<file path="config.mk">
export PLATFORM = sky130hd
export DESIGN_NAME = id_ex_stage_flat
export DESIGN_NICKNAME = d
export VERILOG_FILES = /design/src/rtl/id_ex_stage_if.sv /design/src/rtl/id_ex_stage.sv /design/src/flat_wrapper.sv
export SDC_FILE = /design/constraint.sdc
export NUM_CORES = 1
export LEC_CHECK = 0
export CORE_AREA = 8 8 153 155
export CTS_BUF_LIST = sky130_fd_sc_hd__clkbuf_4
export CTS_CLUSTER_SIZE = 16
export DETAILED_ROUTE_END_ITERATION = 8
export DIE_AREA = 0 0 161 163
export PLACE_DENSITY_LB_ADDON = 0.12
export SYNTH_ARGS = -nofsm -noshare
export SYNTH_HDL_FRONTEND = slang
export SYNTH_SLANG_ARGS = --single-unit
</file>
<file path="constraint.sdc">
create_clock -name clk -period 6.98 [get_ports clk]
set_clock_uncertainty 0.2 [all_clocks]
set_input_delay 0.698 -clock clk [delete_from_list [all_inputs] [get_ports clk]]
set_output_delay 0.698 -clock clk [all_outputs]
set_load 0.005 [all_outputs]
</file>
<file path="src/rtl/id_ex_stage_if.sv">
// ID->EX stage bundle: decode fields, regfile read data, forwarding sources, EX outputs and stall.
// master drives decode/forwarding inputs; slave is the pipeline register itself.
interface id_ex_stage_if #(
    parameter int DATA_WIDTH     = 32,
    parameter int REG_ADDR_WIDTH = 5
);
    logic                      id_valid;
    logic [31:0]               id_pc;
    logic [REG_ADDR_WIDTH-1:0] id_rs1;
    logic [REG_ADDR_WIDTH-1:0] id_rs2;
    logic                      id_usesRs1;
    logic                      id_usesRs2;
    logic [REG_ADDR_WIDTH-1:0] id_rd;
    logic [DATA_WIDTH-1:0]     id_imm;
    logic [3:0]                id_aluOp;
    logic                      id_aluSrc;
    logic                      id_memRead;
    logic                      id_memWrite;
    logic                      id_regWrite;
    logic                      flush;
    logic [DATA_WIDTH-1:0]     regReadDataA;
    logic [DATA_WIDTH-1:0]     regReadDataB;
    logic                      mem_regWrite;
    logic [REG_ADDR_WIDTH-1:0] mem_rd;
    logic                      mem_memRead;
    logic [DATA_WIDTH-1:0]     mem_result;
    logic                      wb_regWrite;
    logic [REG_ADDR_WIDTH-1:0] wb_rd;
    logic [DATA_WIDTH-1:0]     wb_data;

    logic                      ex_valid;
    logic [31:0]               ex_pc;
    logic [REG_ADDR_WIDTH-1:0] ex_rd;
    logic [DATA_WIDTH-1:0]     ex_imm;
    logic [3:0]                ex_aluOp;
    logic                      ex_memRead;
    logic                      ex_memWrite;
    logic                      ex_regWrite;
    logic [DATA_WIDTH-1:0]     ex_opA;
    logic [DATA_WIDTH-1:0]     ex_opB;
    logic [DATA_WIDTH-1:0]     ex_storeData;
    logic                      stall;

    modport master (
        output id_valid, id_pc, id_rs1, id_rs2, id_usesRs1, id_usesRs2, id_rd, id_imm,
               id_aluOp, id_aluSrc, id_memRead, id_memWrite, id_regWrite, flush,
               regReadDataA, regReadDataB, mem_regWrite, mem_rd, mem_memRead, mem_result,
               wb_regWrite, wb_rd, wb_data,
        input  ex_valid, ex_pc, ex_rd, ex_imm, ex_aluOp, ex_memRead, ex_memWrite, ex_regWrite,
               ex_opA, ex_opB, ex_storeData, stall
    );

    modport slave (
        input  id_valid, id_pc, id_rs1, id_rs2, id_usesRs1, id_usesRs2, id_rd, id_imm,
               id_aluOp, id_aluSrc, id_memRead, id_memWrite, id_regWrite, flush,
               regReadDataA, regReadDataB, mem_regWrite, mem_rd, mem_memRead, mem_result,
               wb_regWrite, wb_rd, wb_data,
        output ex_valid, ex_pc, ex_rd, ex_imm, ex_aluOp, ex_memRead, ex_memWrite, ex_regWrite,
               ex_opA, ex_opB, ex_storeData, stall
    );
endinterface

</file>
<file path="src/rtl/id_ex_stage.sv">
// ID->EX pipeline register with EX/MEM and MEM/WB operand forwarding and load-use detection.
// Latency: 1 cycle ID->EX; operands are combinational from registered state plus forwarding inputs.
// Backpressure: combinational stall holds IF/ID for one cycle on load-use; flush/stall load a bubble.
module id_ex_stage #(
    parameter int DATA_WIDTH     = 32,
    parameter int REG_ADDR_WIDTH = 5
) (
    input  logic          clk,
    input  logic          rst_n,
    id_ex_stage_if.slave  bus
);
    typedef struct packed {
        logic                      valid;
        logic [31:0]               pc;
        logic [REG_ADDR_WIDTH-1:0] rs1;
        logic [REG_ADDR_WIDTH-1:0] rs2;
        logic                      uses_rs1;
        logic                      uses_rs2;
        logic [REG_ADDR_WIDTH-1:0] rd;
        logic [DATA_WIDTH-1:0]     imm;
        logic [3:0]                alu_op;
        logic                      alu_src;
        logic                      mem_read;
        logic                      mem_write;
        logic                      reg_write;
    } ex_reg_t;

    ex_reg_t               ex_q;
    logic                  stall_int;
    logic                  fwd_mem_a, fwd_mem_b;
    logic                  fwd_wb_a, fwd_wb_b;
    logic [DATA_WIDTH-1:0] op_a, op_b_reg;

    // Load in EX whose rd feeds the decode instruction; a flush kills decode, so no stall then.
    assign stall_int = bus.id_valid && ex_q.valid && ex_q.mem_read && (ex_q.rd != '0) && !bus.flush &&
                       ((bus.id_usesRs1 && (bus.id_rs1 == ex_q.rd)) ||
                        (bus.id_usesRs2 && (bus.id_rs2 == ex_q.rd)));

    always_ff @(posedge clk or negedge rst_n) begin
        if (!rst_n) begin
            ex_q <= '0;
        end else if (bus.flush || stall_int) begin
            ex_q.valid     <= 1'b0;
            ex_q.mem_read  <= 1'b0;
            ex_q.mem_write <= 1'b0;
            ex_q.reg_write <= 1'b0;
        end else begin
            ex_q.valid     <= bus.id_valid;
            ex_q.pc        <= bus.id_pc;
            ex_q.rs1       <= bus.id_rs1;
            ex_q.rs2       <= bus.id_rs2;
            ex_q.uses_rs1  <= bus.id_usesRs1;
            ex_q.uses_rs2  <= bus.id_usesRs2;
            ex_q.rd        <= bus.id_rd;
            ex_q.imm       <= bus.id_imm;
            ex_q.alu_op    <= bus.id_aluOp;
            ex_q.alu_src   <= bus.id_aluSrc;
            ex_q.mem_read  <= bus.id_valid && bus.id_memRead;
            ex_q.mem_write <= bus.id_valid && bus.id_memWrite;
            ex_q.reg_write <= bus.id_valid && bus.id_regWrite;
        end
    end

    // x0 is never forwarded: the regfile already returns zero for it.
    assign fwd_mem_a = bus.mem_regWrite && (bus.mem_rd == ex_q.rs1) && (ex_q.rs1 != '0);
    assign fwd_mem_b = bus.mem_regWrite && (bus.mem_rd == ex_q.rs2) && (ex_q.rs2 != '0);
    assign fwd_wb_a  = bus.wb_regWrite  && (bus.wb_rd  == ex_q.rs1) && (ex_q.rs1 != '0);
    assign fwd_wb_b  = bus.wb_regWrite  && (bus.wb_rd  == ex_q.rs2) && (ex_q.rs2 != '0);

    always_comb begin
        op_a = bus.regReadDataA;
        if (fwd_mem_a)     op_a = bus.mem_result;
        else if (fwd_wb_a) op_a = bus.wb_data;
    end

    always_comb begin
        op_b_reg = bus.regReadDataB;
        if (fwd_mem_b)     op_b_reg = bus.mem_result;
        else if (fwd_wb_b) op_b_reg = bus.wb_data;
    end

    assign bus.stall        = stall_int;
    assign bus.ex_valid     = ex_q.valid;
    assign bus.ex_pc        = ex_q.pc;
    assign bus.ex_rd        = ex_q.rd;
    assign bus.ex_imm       = ex_q.imm;
    assign bus.ex_aluOp     = ex_q.alu_op;
    assign bus.ex_memRead   = ex_q.mem_read;
    assign bus.ex_memWrite  = ex_q.mem_write;
    assign bus.ex_regWrite  = ex_q.reg_write;
    assign bus.ex_opA       = op_a;
    assign bus.ex_storeData = op_b_reg;
    assign bus.ex_opB       = ex_q.alu_src ? ex_q.imm : op_b_reg;

`ifndef SYNTHESIS
    // A load's MEM-stage result is an address, not data; the stall rule keeps consumers out of EX.
    a_no_load_fwd_from_mem: assert property (@(posedge clk) disable iff (!rst_n)
        !(ex_q.valid && bus.mem_memRead &&
          ((fwd_mem_a && ex_q.uses_rs1) || (fwd_mem_b && ex_q.uses_rs2))));
`endif
endmodule

</file>
<file path="src/flat_wrapper.sv">
// flat-port wrapper written by rule: the top's interface ports become plain ports
module id_ex_stage_flat 
#(
    parameter int DATA_WIDTH     = 32,
    parameter int REG_ADDR_WIDTH = 5
)
  (clk, rst_n, bus_id_valid, bus_id_pc, bus_id_rs1, bus_id_rs2, bus_id_usesRs1, bus_id_usesRs2, bus_id_rd, bus_id_imm, bus_id_aluOp, bus_id_aluSrc, bus_id_memRead, bus_id_memWrite, bus_id_regWrite, bus_flush, bus_regReadDataA, bus_regReadDataB, bus_mem_regWrite, bus_mem_rd, bus_mem_memRead, bus_mem_result, bus_wb_regWrite, bus_wb_rd, bus_wb_data, bus_ex_valid, bus_ex_pc, bus_ex_rd, bus_ex_imm, bus_ex_aluOp, bus_ex_memRead, bus_ex_memWrite, bus_ex_regWrite, bus_ex_opA, bus_ex_opB, bus_ex_storeData, bus_stall);
  id_ex_stage_if #(.DATA_WIDTH(DATA_WIDTH), .REG_ADDR_WIDTH(REG_ADDR_WIDTH)) bus_i ();
  input  logic clk;
  input  logic rst_n;
  input wire logic [$bits(bus_i.id_valid)-1:0] bus_id_valid;
  input wire logic [$bits(bus_i.id_pc)-1:0] bus_id_pc;
  input wire logic [$bits(bus_i.id_rs1)-1:0] bus_id_rs1;
  input wire logic [$bits(bus_i.id_rs2)-1:0] bus_id_rs2;
  input wire logic [$bits(bus_i.id_usesRs1)-1:0] bus_id_usesRs1;
  input wire logic [$bits(bus_i.id_usesRs2)-1:0] bus_id_usesRs2;
  input wire logic [$bits(bus_i.id_rd)-1:0] bus_id_rd;
  input wire logic [$bits(bus_i.id_imm)-1:0] bus_id_imm;
  input wire logic [$bits(bus_i.id_aluOp)-1:0] bus_id_aluOp;
  input wire logic [$bits(bus_i.id_aluSrc)-1:0] bus_id_aluSrc;
  input wire logic [$bits(bus_i.id_memRead)-1:0] bus_id_memRead;
  input wire logic [$bits(bus_i.id_memWrite)-1:0] bus_id_memWrite;
  input wire logic [$bits(bus_i.id_regWrite)-1:0] bus_id_regWrite;
  input wire logic [$bits(bus_i.flush)-1:0] bus_flush;
  input wire logic [$bits(bus_i.regReadDataA)-1:0] bus_regReadDataA;
  input wire logic [$bits(bus_i.regReadDataB)-1:0] bus_regReadDataB;
  input wire logic [$bits(bus_i.mem_regWrite)-1:0] bus_mem_regWrite;
  input wire logic [$bits(bus_i.mem_rd)-1:0] bus_mem_rd;
  input wire logic [$bits(bus_i.mem_memRead)-1:0] bus_mem_memRead;
  input wire logic [$bits(bus_i.mem_result)-1:0] bus_mem_result;
  input wire logic [$bits(bus_i.wb_regWrite)-1:0] bus_wb_regWrite;
  input wire logic [$bits(bus_i.wb_rd)-1:0] bus_wb_rd;
  input wire logic [$bits(bus_i.wb_data)-1:0] bus_wb_data;
  output wire logic [$bits(bus_i.ex_valid)-1:0] bus_ex_valid;
  output wire logic [$bits(bus_i.ex_pc)-1:0] bus_ex_pc;
  output wire logic [$bits(bus_i.ex_rd)-1:0] bus_ex_rd;
  output wire logic [$bits(bus_i.ex_imm)-1:0] bus_ex_imm;
  output wire logic [$bits(bus_i.ex_aluOp)-1:0] bus_ex_aluOp;
  output wire logic [$bits(bus_i.ex_memRead)-1:0] bus_ex_memRead;
  output wire logic [$bits(bus_i.ex_memWrite)-1:0] bus_ex_memWrite;
  output wire logic [$bits(bus_i.ex_regWrite)-1:0] bus_ex_regWrite;
  output wire logic [$bits(bus_i.ex_opA)-1:0] bus_ex_opA;
  output wire logic [$bits(bus_i.ex_opB)-1:0] bus_ex_opB;
  output wire logic [$bits(bus_i.ex_storeData)-1:0] bus_ex_storeData;
  output wire logic [$bits(bus_i.stall)-1:0] bus_stall;
  assign bus_i.id_valid = bus_id_valid;
  assign bus_i.id_pc = bus_id_pc;
  assign bus_i.id_rs1 = bus_id_rs1;
  assign bus_i.id_rs2 = bus_id_rs2;
  assign bus_i.id_usesRs1 = bus_id_usesRs1;
  assign bus_i.id_usesRs2 = bus_id_usesRs2;
  assign bus_i.id_rd = bus_id_rd;
  assign bus_i.id_imm = bus_id_imm;
  assign bus_i.id_aluOp = bus_id_aluOp;
  assign bus_i.id_aluSrc = bus_id_aluSrc;
  assign bus_i.id_memRead = bus_id_memRead;
  assign bus_i.id_memWrite = bus_id_memWrite;
  assign bus_i.id_regWrite = bus_id_regWrite;
  assign bus_i.flush = bus_flush;
  assign bus_i.regReadDataA = bus_regReadDataA;
  assign bus_i.regReadDataB = bus_regReadDataB;
  assign bus_i.mem_regWrite = bus_mem_regWrite;
  assign bus_i.mem_rd = bus_mem_rd;
  assign bus_i.mem_memRead = bus_mem_memRead;
  assign bus_i.mem_result = bus_mem_result;
  assign bus_i.wb_regWrite = bus_wb_regWrite;
  assign bus_i.wb_rd = bus_wb_rd;
  assign bus_i.wb_data = bus_wb_data;
  assign bus_ex_valid = bus_i.ex_valid;
  assign bus_ex_pc = bus_i.ex_pc;
  assign bus_ex_rd = bus_i.ex_rd;
  assign bus_ex_imm = bus_i.ex_imm;
  assign bus_ex_aluOp = bus_i.ex_aluOp;
  assign bus_ex_memRead = bus_i.ex_memRead;
  assign bus_ex_memWrite = bus_i.ex_memWrite;
  assign bus_ex_regWrite = bus_i.ex_regWrite;
  assign bus_ex_opA = bus_i.ex_opA;
  assign bus_ex_opB = bus_i.ex_opB;
  assign bus_ex_storeData = bus_i.ex_storeData;
  assign bus_stall = bus_i.stall;
  id_ex_stage #(.DATA_WIDTH(DATA_WIDTH), .REG_ADDR_WIDTH(REG_ADDR_WIDTH)) u_core (.clk(clk), .rst_n(rst_n), .bus(bus_i));
endmodule
</file>
# Yosys cells after proc, flatten, opt, wreduce, memory -nomap -nowiden
# Cells that the tools add are included.
# W data, S select, Z words.
# op_classes
mux,7
eq_ne,6
n_reduce_logical,24
# ops
op,n
$mux W32,5
$eq A5 B5 Y1,6
$logic_and A1 B1 Y1,18
$reduce_bool A5 Y1,3
$mux W3,1
$logic_or A1 B1 Y1,2
$logic_not A1 Y1,1
$mux W1,1
# word_totals
out_inout_bits,174
inputBits,234
elab_cells,48
regBits,88

# Longest topological paths before layout
# logic_depth
depth_word,7
depth_mapped,7
mapped_depth_nobuf,5

# Worst setup path before layout
# No wires, ideal clock.
# synth_path
kind,input-to-output
from,in bus_wb_rd[1]
to,out bus_ex_opB[3]
required_time_ps,6082
path_stages,6
arrival_time_ps,2024
setup_slack_ps,4058
n_path_buf,1
path_cell_list,xnor2_1 nand2_1 clkbuf_1 o31ai_1 a31oi_1 mux2_1
# synth_between
elab_chain_cells,6
# synth_rtl
item,line,text
from (decl),flat_wrapper.sv:32,input wire logic [$bits(bus_i.wb_rd)-1:0] bus_wb_rd;
$eq A5 B5 Y1,id_ex_stage.sv:68,assign fwd_wb_b = bus.wb_regWrite && (bus.wb_rd == ex_q.rs2) && (ex_q.rs2 != '0);
$logic_and A1 B1 Y1 (2 in a row),id_ex_stage.sv:68,
$mux W32,id_ex_stage.sv:79,else if (fwd_wb_b) op_b_reg = bus.wb_data;
$mux W32,id_ex_stage.sv:78,if (fwd_mem_b) op_b_reg = bus.mem_result;
via bus_ex_storeData[3],flat_wrapper.sv:44,output wire logic [$bits(bus_i.ex_storeData)-1:0] bus_ex_storeData;
$mux W32,id_ex_stage.sv:93,assign bus.ex_opB = ex_q.alu_src ? ex_q.imm : op_b_reg;
to (decl),flat_wrapper.sv:43,output wire logic [$bits(bus_i.ex_opB)-1:0] bus_ex_opB;
# The timed path passes the listed nets, and every way through them passes these cells.

# Worst setup path in the final report
# layout_path
from,reg u_core.ex_q[48] (netlist name)
to,out bus_ex_opB[0]
# layout_between
elab_chain_cells,6
word_cells_on_any_way,10
cone_classes,eq/ne: 2; mux: 3; reduce/logical: 5
# layout_rtl
item,line,text
from (decl),id_ex_stage.sv:28,ex_reg_t ex_q;
$eq A5 B5 Y1,id_ex_stage.sv:68,
$logic_and A1 B1 Y1 (2 in a row),id_ex_stage.sv:68,
$mux W32,id_ex_stage.sv:79,
$mux W32 (*),id_ex_stage.sv:78,
$mux W32 (*),id_ex_stage.sv:93,
# Every way passes the cells marked *; elsewhere a longest branch is shown, timed or not.

==> results list <==
- Status: complete, no violations
- Crit-path slowest cell: or4_4
- Total negative slack for setup checks: 0 ns
- Clk_lat worst skew: around 0.48 ns
- The cell area that synthesis handed to floorplanning was approximately 6300 um2.
* DRT iter0 DRCs: about 290
* Ratio of routed vias to standard cells: roughly 5.0
- Placer Congestion: 0.797
- The worst setup path is captured at an output pin.
- Endpoint arrival time on the critical path: between 4 and 5 ns
- Clock tree synthesis selected as its root buffer the cell clkbuf_4.
* Detail Route Antenna Nets: 0
- In this run the standard cell core region covers between 20000 and 25000 um2.
- For the pin with the worst max-slew slack, the measured transition is roughly 1.1 ns.
* F_max: approximately 200 MHz
* Number of endpoints with negative hold slack in the final report: 0
- Routed vias: 6228
* Max-slew violation count: 0
* Worst slew slack as a fraction of its limit: a little under a quarter
- Across the run, the number of max-cap violations was 0.
- Kind of launch point of the worst setup path: register
- Of all cell types, the one taking the most synthesized area is dfrtp_1.
- Area growth syn-to-layout: 62.5%
- In this run the deepest clock path goes through 2 buffers.
* Sequential share of the synthesized area: 34.8%
* Worst supply voltage drop on vdd: about 0.13 mV
* Final-layout fill cell count: between 1500 and 2000
* Sum of routed wire length over all layers: between 20 and 30 mm
- In this run the cell area measured after placement is around 10000 um2.
- Detail Placement HPWL: 22.5 mm
* Fin crit share: roughly 72%
- Clock Sink Count: 88
* Number of buffer cells added on primary ports: approximately 400
* Post-synthesis area per instance: between 9 and 10 um2
- Fraction of final layout cells with drive strength greater than 1: about 16%
- Final routed DRC violation total: 0
* Total of flip-flops plus latches after synthesis: 88
* Worst setup path category: register to output pin
* Average wire per standard cell: between 20 and 25 um
- The min-delay analysis places its worst path in the category register to register.
* Area of combinational cells with multiple inputs: roughly 3400 um2
* Cell chain of the critical path: or4_4 -> o211ai_4 -> buf_4 -> or2_1 -> buf_4 -> a31oi_1 -> mux2_1 -> clkdlybuf4s50_1
* Critical path's largest stage delay: ~0.6 ns
- Of the post-synthesis cell area, the dominant cell type holds between 30% and 40%.
- YS warnings: 0
- Crit path buffers/inverters: 3
- In this run, CTS created clock tree buffers numbering 9.
- Die X: roughly 160 um
- Cell area after layout: 10300 um2
- The clock tree synthesis step divided the H-tree into 3 levels.
* Top post-synthesis cells by area: dfrtp_1 35%, mux2_2 20%, buf_4 8.9%
* Family of cells with the greatest summed delay on the critical path: buffers and inverters
- Entering global routing, the biggest net connects 65 pins.
* Cells after synthesis: 650
- Largest fanout on the critical path: 33
- Crit path required time: about 6 ns
* Final net count: ~1200
- From bottom edge to top edge, the die measures between 150 and 200 um.
* RSZ-0062 raised after global routing: false
- Global Route Usage Sum: 21.5%
- The floorplan step defined a die boundary enclosing ~26000 um2.
- Antenna violations before repair: 6
* GRT Residual Overflow: 0
- Static leakage power: ~3.8 nW
- Utilization after layout: roughly half
- The first global-routing pass estimated roughly 43 mm of wire.
- Counting I/O delays and the setup requirement, the final critical path takes between 5 and 6 ns.
* Floorplan row count: 53
- Power spread over the standard cell area amounts to ~150 nW/um2.
* Reg clk slew, reported paths: ~0.19 ns
- Total design power: approximately 0.0016 W
* Number of distinct standard cells referenced by the synthesized netlist: 31
- The via count of the first global-routing pass is 6654.
- Synth Net Count: around 880
* Total of endpoints with negative setup slack in the final report: 0
- Top cell by count, worst path: buf_4
- The number of setup buffers added after CTS is 0.
* Boundary Pins: between 400 and 500
- CTS tree: built
- Across the whole layout, storage elements account for 2200 um2.
- Drt first pass iters: 5
- Effective utilization at floorplan: a little under a third
==> power by group <==
| group | leakage, nW | total (W) | switching (W) | internal [W] |
|---|---|---|---|---|
| clock | 0.0805 | 0.000319 | 0.000232 | 0.0000876 |
| combinational | 2.67 | 0.000629 | 0.000230 | 0.000399 |
| sequential | 1.03 | 0.000609 | 0.0000493 | 0.000559 |
==> kinds of logic after synthesis <==
family	Yosys count	synth area share (%)
xor gates and xnor gates	30	4.15
buffers and inverters	129	12.5
AOI/OAI and AO/OA	100	9.95
muxes	148	25.7
and+or+nand+nor	155	12.8
DFF	88	34.8
==> timing repair <==
action / 4_1_cts / 5_1_grt
hold buffers: 1 / 0
hold endpoints to repair: 38 / 0
resized for setup: 0 / 0
==> metal layers <==
metal,share of wire [%],track usage (%),vias to the layer above
met1,38,24.2,2961
li1,-,-,2908
met3,10,8.04,35
met4,2.4,7.83,2
met5,0.038,0,-
met2,49,36.7,322
==> sequential cells by signal, summed over array words and instances (netlist names) <==
signal,flops
u_core.bus.ex_rd,5
u_core.bus.ex_imm,32
u_core.bus.ex_memRead,1
u_core.bus.ex_valid,1
u_core.bus.ex_memWrite,1
u_core.bus.ex_aluOp,4
u_core.ex_q,11
u_core.bus.ex_pc,32
u_core.bus.ex_regWrite,1
==> final timing paths <==
kind | slack [ns] | cells past startpoint | to | from
worst max-delay path | 1.98 | 8 | bus_ex_opB[0] | u_core.ex_q[48]
worst min register to register | 0.33 | 1 | u_core.bus.ex_aluOp[2] | u_core.bus.ex_aluOp[2]
min in group asynchronous | 0.52 | 2 | u_core.ex_q[55] | rst_n
worst min-delay path | 0.33 | 1 | u_core.bus.ex_aluOp[2] | u_core.bus.ex_aluOp[2]
worst max register to register | 4.58 | 6 | u_core.bus.ex_imm[20] | u_core.bus.ex_rd[4]
max in group asynchronous | 4.92 | 3 | u_core.ex_q[3] | rst_n
==> area by class of cell <==
cell class,instances,share of cell area (%)
inverters,1,0.0365
diodes,5,0.122
clock buffers,9,0.657
repair buffers,422,40.7
clock inverters,7,0.791
well taps,275,3.35
multi-input cells,433,32.9
flip-flops and latches,88,21.4
==> placed cells by master (no fill, tap or decap), drive strengths merged, types with 32 or more instances in the layout <==
cell type      instances
nor3                  33
and3                  35
mux2                 116
mux2i                 32
nand3                 33
o21ai                 32
dfrtp                 88
clkdlybuf4s50        405
a31oi                 32
nand2                 36
o31ai                 32
==> cell usage after synthesis (all sizes together) <==
master / instances
mux2: 116
buf: 93
dfrtp: 88
nand2: 36
and3: 35
clkbuf: 35
nand3: 33
nor3: 33
a31oi: 32
mux2i: 32
o21ai: 32
o31ai: 32
xnor2: 26
nand4: 6
xor2: 4
nor2: 3
a21oi: 2
nor4: 2
or2: 2
or4: 2
and2: 1
and4: 1
inv: 1
nor2b: 1
o211ai: 1
o22ai: 1
==> stage by stage <==
step                      hold slack [ns]  setup WS (ns)  std cells
after floorplan                     0.202           4.06        650
after detailed placement            0.294           2.17       1218
after global routing                0.339           1.81       1240
final                               0.328           1.98       1240
after global placement              0.289           2.18       1218
after CTS                           0.332           1.95       1235
(Power assumes the default switching activity.)
